File: src/rtl/rle_stream_encoder.sv
// Run-length encoder for classified pixel streams: turns each line into ordered
// (value, length, last) runs and queues them in a show-ahead FIFO with valid/ready output.
module rle_stream_encoder #(
    parameter int unsigned IMAGE_W    = 640,
    parameter int unsigned PIXEL_W    = 1,
    parameter int unsigned RUN_W      = 10,
    parameter int unsigned FIFO_DEPTH = 16
) (
    input  logic                          CLK,
    input  logic                          RST,
    input  logic [PIXEL_W-1:0]            pixel_in,
    input  logic                          pixel_valid,
    output logic [PIXEL_W-1:0]            run_value,
    output logic [RUN_W-1:0]              run_length,
    output logic                          run_last,
    output logic                          run_valid,
    input  logic                          run_ready,
    output logic [$clog2(FIFO_DEPTH):0]   fifo_level,
    output logic                          overflow,
    output logic                          line_done
);

    localparam int unsigned IDX_W = (IMAGE_W > 1) ? $clog2(IMAGE_W) : 1;
    localparam int unsigned AW    = (FIFO_DEPTH > 1) ? $clog2(FIFO_DEPTH) : 1;
    localparam int unsigned LVL_W = AW + 1;
    localparam logic [IDX_W-1:0] LAST_IDX = IDX_W'(IMAGE_W - 1);
    localparam logic [RUN_W-1:0] RUN_MAX  = {RUN_W{1'b1}};
    localparam logic [LVL_W-1:0] FULL_LVL = LVL_W'(FIFO_DEPTH);

    typedef struct packed {
        logic [PIXEL_W-1:0] value;
        logic [RUN_W-1:0]   length;
        logic               last;
    } run_t;

    logic [IDX_W-1:0]   r_pix_idx;
    logic [PIXEL_W-1:0] r_cur_val;
    logic [RUN_W-1:0]   r_cur_len;
    logic               r_have_run;
    logic               r_skid_valid;
    logic [PIXEL_W-1:0] r_skid_val;
    logic               r_line_done;
    logic               r_overflow;

    run_t               r_mem [FIFO_DEPTH];
    logic [AW-1:0]      r_wr_ptr;
    logic [AW-1:0]      r_rd_ptr;
    logic [LVL_W-1:0]   r_level;

    logic               w_end;
    logic               w_extend;
    logic               w_close;
    logic               w_push;
    run_t               w_push_run;
    logic               w_pop;
    logic               w_full;
    logic               w_wr;
    run_t               w_head;

    assign w_end    = (r_pix_idx == LAST_IDX);
    assign w_extend = pixel_valid && r_have_run && (pixel_in == r_cur_val) && (r_cur_len != RUN_MAX);
    assign w_close  = pixel_valid && r_have_run && !w_extend;

    // One push per edge; a pending skid run always goes first.
    always_comb begin
        w_push     = 1'b0;
        w_push_run = '0;
        if (r_skid_valid) begin
            w_push            = 1'b1;
            w_push_run.value  = r_skid_val;
            w_push_run.length = RUN_W'(1);
            w_push_run.last   = 1'b1;
        end else if (w_close) begin
            w_push            = 1'b1;
            w_push_run.value  = r_cur_val;
            w_push_run.length = r_cur_len;
            w_push_run.last   = 1'b0;
        end else if (pixel_valid && w_end) begin
            w_push          = 1'b1;
            w_push_run.last = 1'b1;
            if (w_extend) begin
                w_push_run.value  = r_cur_val;
                w_push_run.length = r_cur_len + RUN_W'(1);
            end else begin
                w_push_run.value  = pixel_in;
                w_push_run.length = RUN_W'(1);
            end
        end
    end

    assign w_pop  = (r_level != '0) && run_ready;
    assign w_full = (r_level == FULL_LVL);
    assign w_wr   = w_push && (!w_full || w_pop);

    // Run builder: pixel index, open run and the end-of-line skid entry.
    always_ff @(posedge CLK) begin
        if (RST) begin
            r_pix_idx    <= '0;
            r_cur_val    <= '0;
            r_cur_len    <= '0;
            r_have_run   <= 1'b0;
            r_skid_valid <= 1'b0;
            r_skid_val   <= '0;
            r_line_done  <= 1'b0;
        end else begin
            r_line_done  <= pixel_valid && w_end;
            r_skid_valid <= w_close && w_end;
            if (w_close && w_end) begin
                r_skid_val <= pixel_in;
            end
            if (pixel_valid) begin
                if (w_end) begin
                    r_pix_idx  <= '0;
                    r_have_run <= 1'b0;
                end else begin
                    r_pix_idx  <= r_pix_idx + IDX_W'(1);
                    r_have_run <= 1'b1;
                end
                if (w_extend) begin
                    r_cur_len <= r_cur_len + RUN_W'(1);
                end else begin
                    r_cur_val <= pixel_in;
                    r_cur_len <= RUN_W'(1);
                end
            end
        end
    end

    // FIFO control: pointers, level and sticky overflow on a dropped push.
    always_ff @(posedge CLK) begin
        if (RST) begin
            r_wr_ptr   <= '0;
            r_rd_ptr   <= '0;
            r_level    <= '0;
            r_overflow <= 1'b0;
        end else begin
            if (w_push && !w_wr) begin
                r_overflow <= 1'b1;
            end
            if (w_wr) begin
                r_wr_ptr <= r_wr_ptr + AW'(1);
            end
            if (w_pop) begin
                r_rd_ptr <= r_rd_ptr + AW'(1);
            end
            if (w_wr && !w_pop) begin
                r_level <= r_level + LVL_W'(1);
            end else if (!w_wr && w_pop) begin
                r_level <= r_level - LVL_W'(1);
            end
        end
    end

    always_ff @(posedge CLK) begin
        if (w_wr && !RST) begin
            r_mem[r_wr_ptr] <= w_push_run;
        end
    end

    assign w_head     = r_mem[r_rd_ptr];
    assign run_valid  = (r_level != '0);
    assign run_value  = run_valid ? w_head.value  : '0;
    assign run_length = run_valid ? w_head.length : '0;
    assign run_last   = run_valid ? w_head.last   : 1'b0;
    assign fifo_level = r_level;
    assign overflow   = r_overflow;
    assign line_done  = r_line_done;

endmodule

File: config.mk
export PLATFORM = sky130hd
export DESIGN_NAME = rle_stream_encoder
export DESIGN_NICKNAME = d
export VERILOG_FILES = /design/src/rtl/rle_stream_encoder.sv
export SDC_FILE = /design/constraint.sdc
export NUM_CORES = 1
export LEC_CHECK = 0
export ABC_AREA = 1
export BUFFER_PORTS_ARGS = -buffer_cell sky130_fd_sc_hd__buf_2
export CORE_ASPECT_RATIO = 2
export CORE_MARGIN = 1.5
export CORE_UTILIZATION = 35
export DETAILED_ROUTE_END_ITERATION = 16
export HOLD_SLACK_MARGIN = 0.06
export REMOVE_ABC_BUFFERS = 1
export SLEW_MARGIN = 10
export SYNTH_ARGS = -nofsm -noshare
export SYNTH_HDL_FRONTEND = slang
export SYNTH_SLANG_ARGS = --single-unit
File: constraint.sdc
create_clock -name CLK -period 4.2 [get_ports CLK]
set_clock_uncertainty 0.1 [all_clocks]
set_input_delay 0.63 -clock CLK [delete_from_list [all_inputs] [get_ports CLK]]
set_output_delay 0.63 -clock CLK [all_outputs]
set_load 0.03 [all_outputs]
==> summary.md <==
| Metric | Value |
|---|---|
| Inserted Diodes | `0` |
| Area of the multi-input gates | `3220 um2` |
| Achievable frequency | `0.285 GHz` |
| # resized after CTS | `0` |
| GRT Overall Usage | `16.8%` |
| Yosys reg bits | `235` |
| # Post-CTS Setup Buffers | `0` |
| Worst Path Max Fanout | `64` |
| WL met3 | `692 um` |
| Crit share post-route | `83.6%` |
| CTS tree | `yes` |
| Ys Warns | `0` |
| Critical Path End Type | `primary output` |
| # nets final | `1042` |
| Clock Sinks | `235` |
| Min cycle time layout | `3.51 ns` |
| Row count | `88` |
| Count leader, synth | `nand2_1` |
| Antenna violations before repair | `0` |
| Die ar. | `30400 um2` |
| Via/cell ratio | `5.09` |
| Post-DR wirelength/cell | `17.8 um` |
| Register area | `6630 um2` |
| Cells after Synth | `997` |
| Die height | `245 um` |
| Residual DRC | `0` |
| Yosys top cell area share | `56.2%` |
| Cell accounting for the most synthesized area | `edfxtp_1` |
| Initial Utilization | `35.6%` |
| Final non-filler cell total | `1398` |
| Final hold vios | `0` |
| Setup TNS | `0 ns` |
| Max Slew Vio Count | `0` |
| Slew HR | `29.1%` |
| Register area share after synthesis | `64.6%` |
| Hold WC Path Type | `input pin to register` |
| Worst-Skew Late Latency | `0.50 ns` |
| DP Wirelength | `16.3 mm` |
| WL met2 | `14.3 mm` |
| GP Congestion | `0.864` |
| Initial DRC Count | `423` |
| Pwr dens | `544 nW/um2` |
| Placed insts | `1361` |
| VDD IR max | `282 uV` |
| Status | `completed` |
| Clock Path Buffers | `3` |
| CP Launch Type | `register` |
| CTS H-tree depth | `1` |
| Wl on met1 | `8.90 mm` |
| First drt pass iteration count | `5` |
| Predominant post-synthesis flop cell | `edfxtp_1` |
| Vias | `7118` |
| Post-route ant nets | `0` |
| Core ar. | `28800 um2` |
| Final setup viols | `0` |
| Max cap viols | `0` |
| RSZ-0062 raised after global routing | `false` |
| Avg Inst Size Synth | `10.3 um2` |
| Cts hold-fix bufs | `0` |
| Mapped cell area | `10300 um2` |
| Measured slew at the worst slew-check pin | `1.06 ns` |
| Cell count of the worst reg-to-reg path | `15` |
| WP data required | `3.47 ns` |
| First-pass GRT wire length | `38.8 mm` |
| Fillcell total | `2836` |
| CP Capture Point | `run_length[8]` |
| Number of flops mapped to enable cells by yosys | `192` |
| Synth cell types | `37` |
| Reg-to-reg endpoint | `fifo_level[3]$_SDFFE_PP0P_` |
| Clock buffer count from CTS | `21` |
| FF-to-FF Start | `r_cur_len[0]$_SDFFE_PP0P_` |
| Max Used Layer | `met4` |
| Gr ovfl total | `0` |
| Critical path type | `register to primary output` |
| I/O Buffers | `24` |
| DIE WIDTH | `124 um` |
| Share of synthesized flip-flops with an asynchronous set or reset | `0%` |
| Crit path DAT | `2.78 ns` |
| Commonest cells in the netlist | `288 x nand2_1, 192 x edfxtp_1, 173 x nand3_1` |
| CTS root buf | `clkbuf_16` |
| Vias in the first global route | `7073` |
| Largest net degree at the start of global routing | `65` |
| Reg2Reg Setup Slack | `1.29 ns` |
| Share of layout cells above drive strength 1 | `11.3%` |
| Total wire length | `25.0 mm` |
| Ports | `25` |
| P_leak | `4.25 nW` |
| Clock slew at reported path FFs | `0.07 ns` |
| Top cells by area, synth | `edfxtp_1 56%, nand2_1 11%, nand3_1 8.4%` |
| Layout area overhead | `12.4%` |
==> placed cells by master, fill, tap and decap left out, types with 12 or more instances in the layout <==
cell type	count
buf_2	24
edfxtp_1	192
ha_1	12
nor2_4	13
inv_1	48
buf_4	26
nand3_1	173
nand2_1	288
a21oi_1	60
o21a_1	12
dfxtp_1	41
nor2_1	55
clkbuf_16	21
==> cells by family (layout without fill, tap and decap cells) <==
family	count (synthesis)	after routing	synth area share, %
and+or+nand+nor	550	550	23.9
DFF	235	235	64.6
buffers and inverters	99	140	3.98
AOI/OAI and AO/OA	91	91	5.05
adders and majority gates	13	13	1.66
xor gates and xnor gates	9	9	0.769
==> layout make-up <==
class / instances / share of cell area, %
Sequential cell: 235 / 57.5
Multi-Input combinational cell: 663 / 27.9
Clock buffer: 27 / 5.10
Tap cell: 360 / 3.91
Timing Repair Buffer: 51 / 2.91
Inverter: 52 / 1.69
Clock inverter: 10 / 0.966
==> flip-flops by register name, summed over array words and instances (netlist names), 4 cells and up, named ones only <==
| name | cells |
|---|---|
| r_pix_idx | 10 |
| r_mem | 192 |
| r_rd_ptr | 4 |
| r_wr_ptr | 4 |
| r_cur_len | 10 |
| fifo_level | 5 |
==> how the worst min path moves through the flow <==
stage                                end  cells after the start  slack, ns                      start
2_1_floorplan  r_pix_idx[0]$_SDFFE_PP0P_                      2       0.34  r_pix_idx[0]$_SDFFE_PP0P_
3_3_place_gp   r_pix_idx[0]$_SDFFE_PP0P_                      2       0.36  r_pix_idx[0]$_SDFFE_PP0P_
3_5_place_dp   r_pix_idx[0]$_SDFFE_PP0P_                      2       0.36  r_pix_idx[0]$_SDFFE_PP0P_
4_1_cts          r_skid_val$_SDFFE_PP0P_                      3       0.28                   pixel_in
5_1_grt          r_skid_val$_SDFFE_PP0P_                      3       0.33                   pixel_in
6_report         r_skid_val$_SDFFE_PP0P_                      3       0.30                   pixel_in
==> critical path, stage by stage (launching register included) <==
cell,delay (ns)
dfxtp_2,0.33
buf_4,0.34
buf_4,0.61
nand2_1,0.12
nand3_1,0.12
nand3_1,0.09
a21oi_1,0.18
o21a_1,0.19
buf_2,0.22
==> metal layers <==
| layer | global-route usage (%) | vias up |
|---|---|---|
| met3 | 1.44 | 56 |
| li1 | - | 3463 |
| met4 | 7.89 | 0 |
| met1 | 17.5 | 3440 |
| met2 | 32.6 | 159 |
| met5 | 0 | - |
==> power by group <==
group / total [W] / switching (W) / internal [W]
clock network: 0.00197 / 0.000855 / 0.00112
registers: 0.00259 / 0.0000484 / 0.00254
logic: 0.00171 / 0.00121 / 0.000505
total: 0.00627 / 0.00211 / 0.00416
==> through the flow <==
stage / hold WS, ns / worst slack [ns] / total power, W / cell area [um2] / util, %
after global routing: 0.331 / 0.491 / 0.00654 / 11500 / 40.0
after global placement: 0.364 / 1.22 / 0.00436 / 10800 / 37.5
after detailed placement: 0.363 / 1.20 / 0.00437 / 10800 / 37.5
final: 0.300 / 0.690 / 0.00627 / 11500 / 40.0
after floorplan: 0.343 / -1.29 / 0.00380 / 10000 / -
after CTS: 0.282 / 0.684 / 0.00633 / 11500 / 40.0
Note: power is estimated with default switching activity, not from simulation.
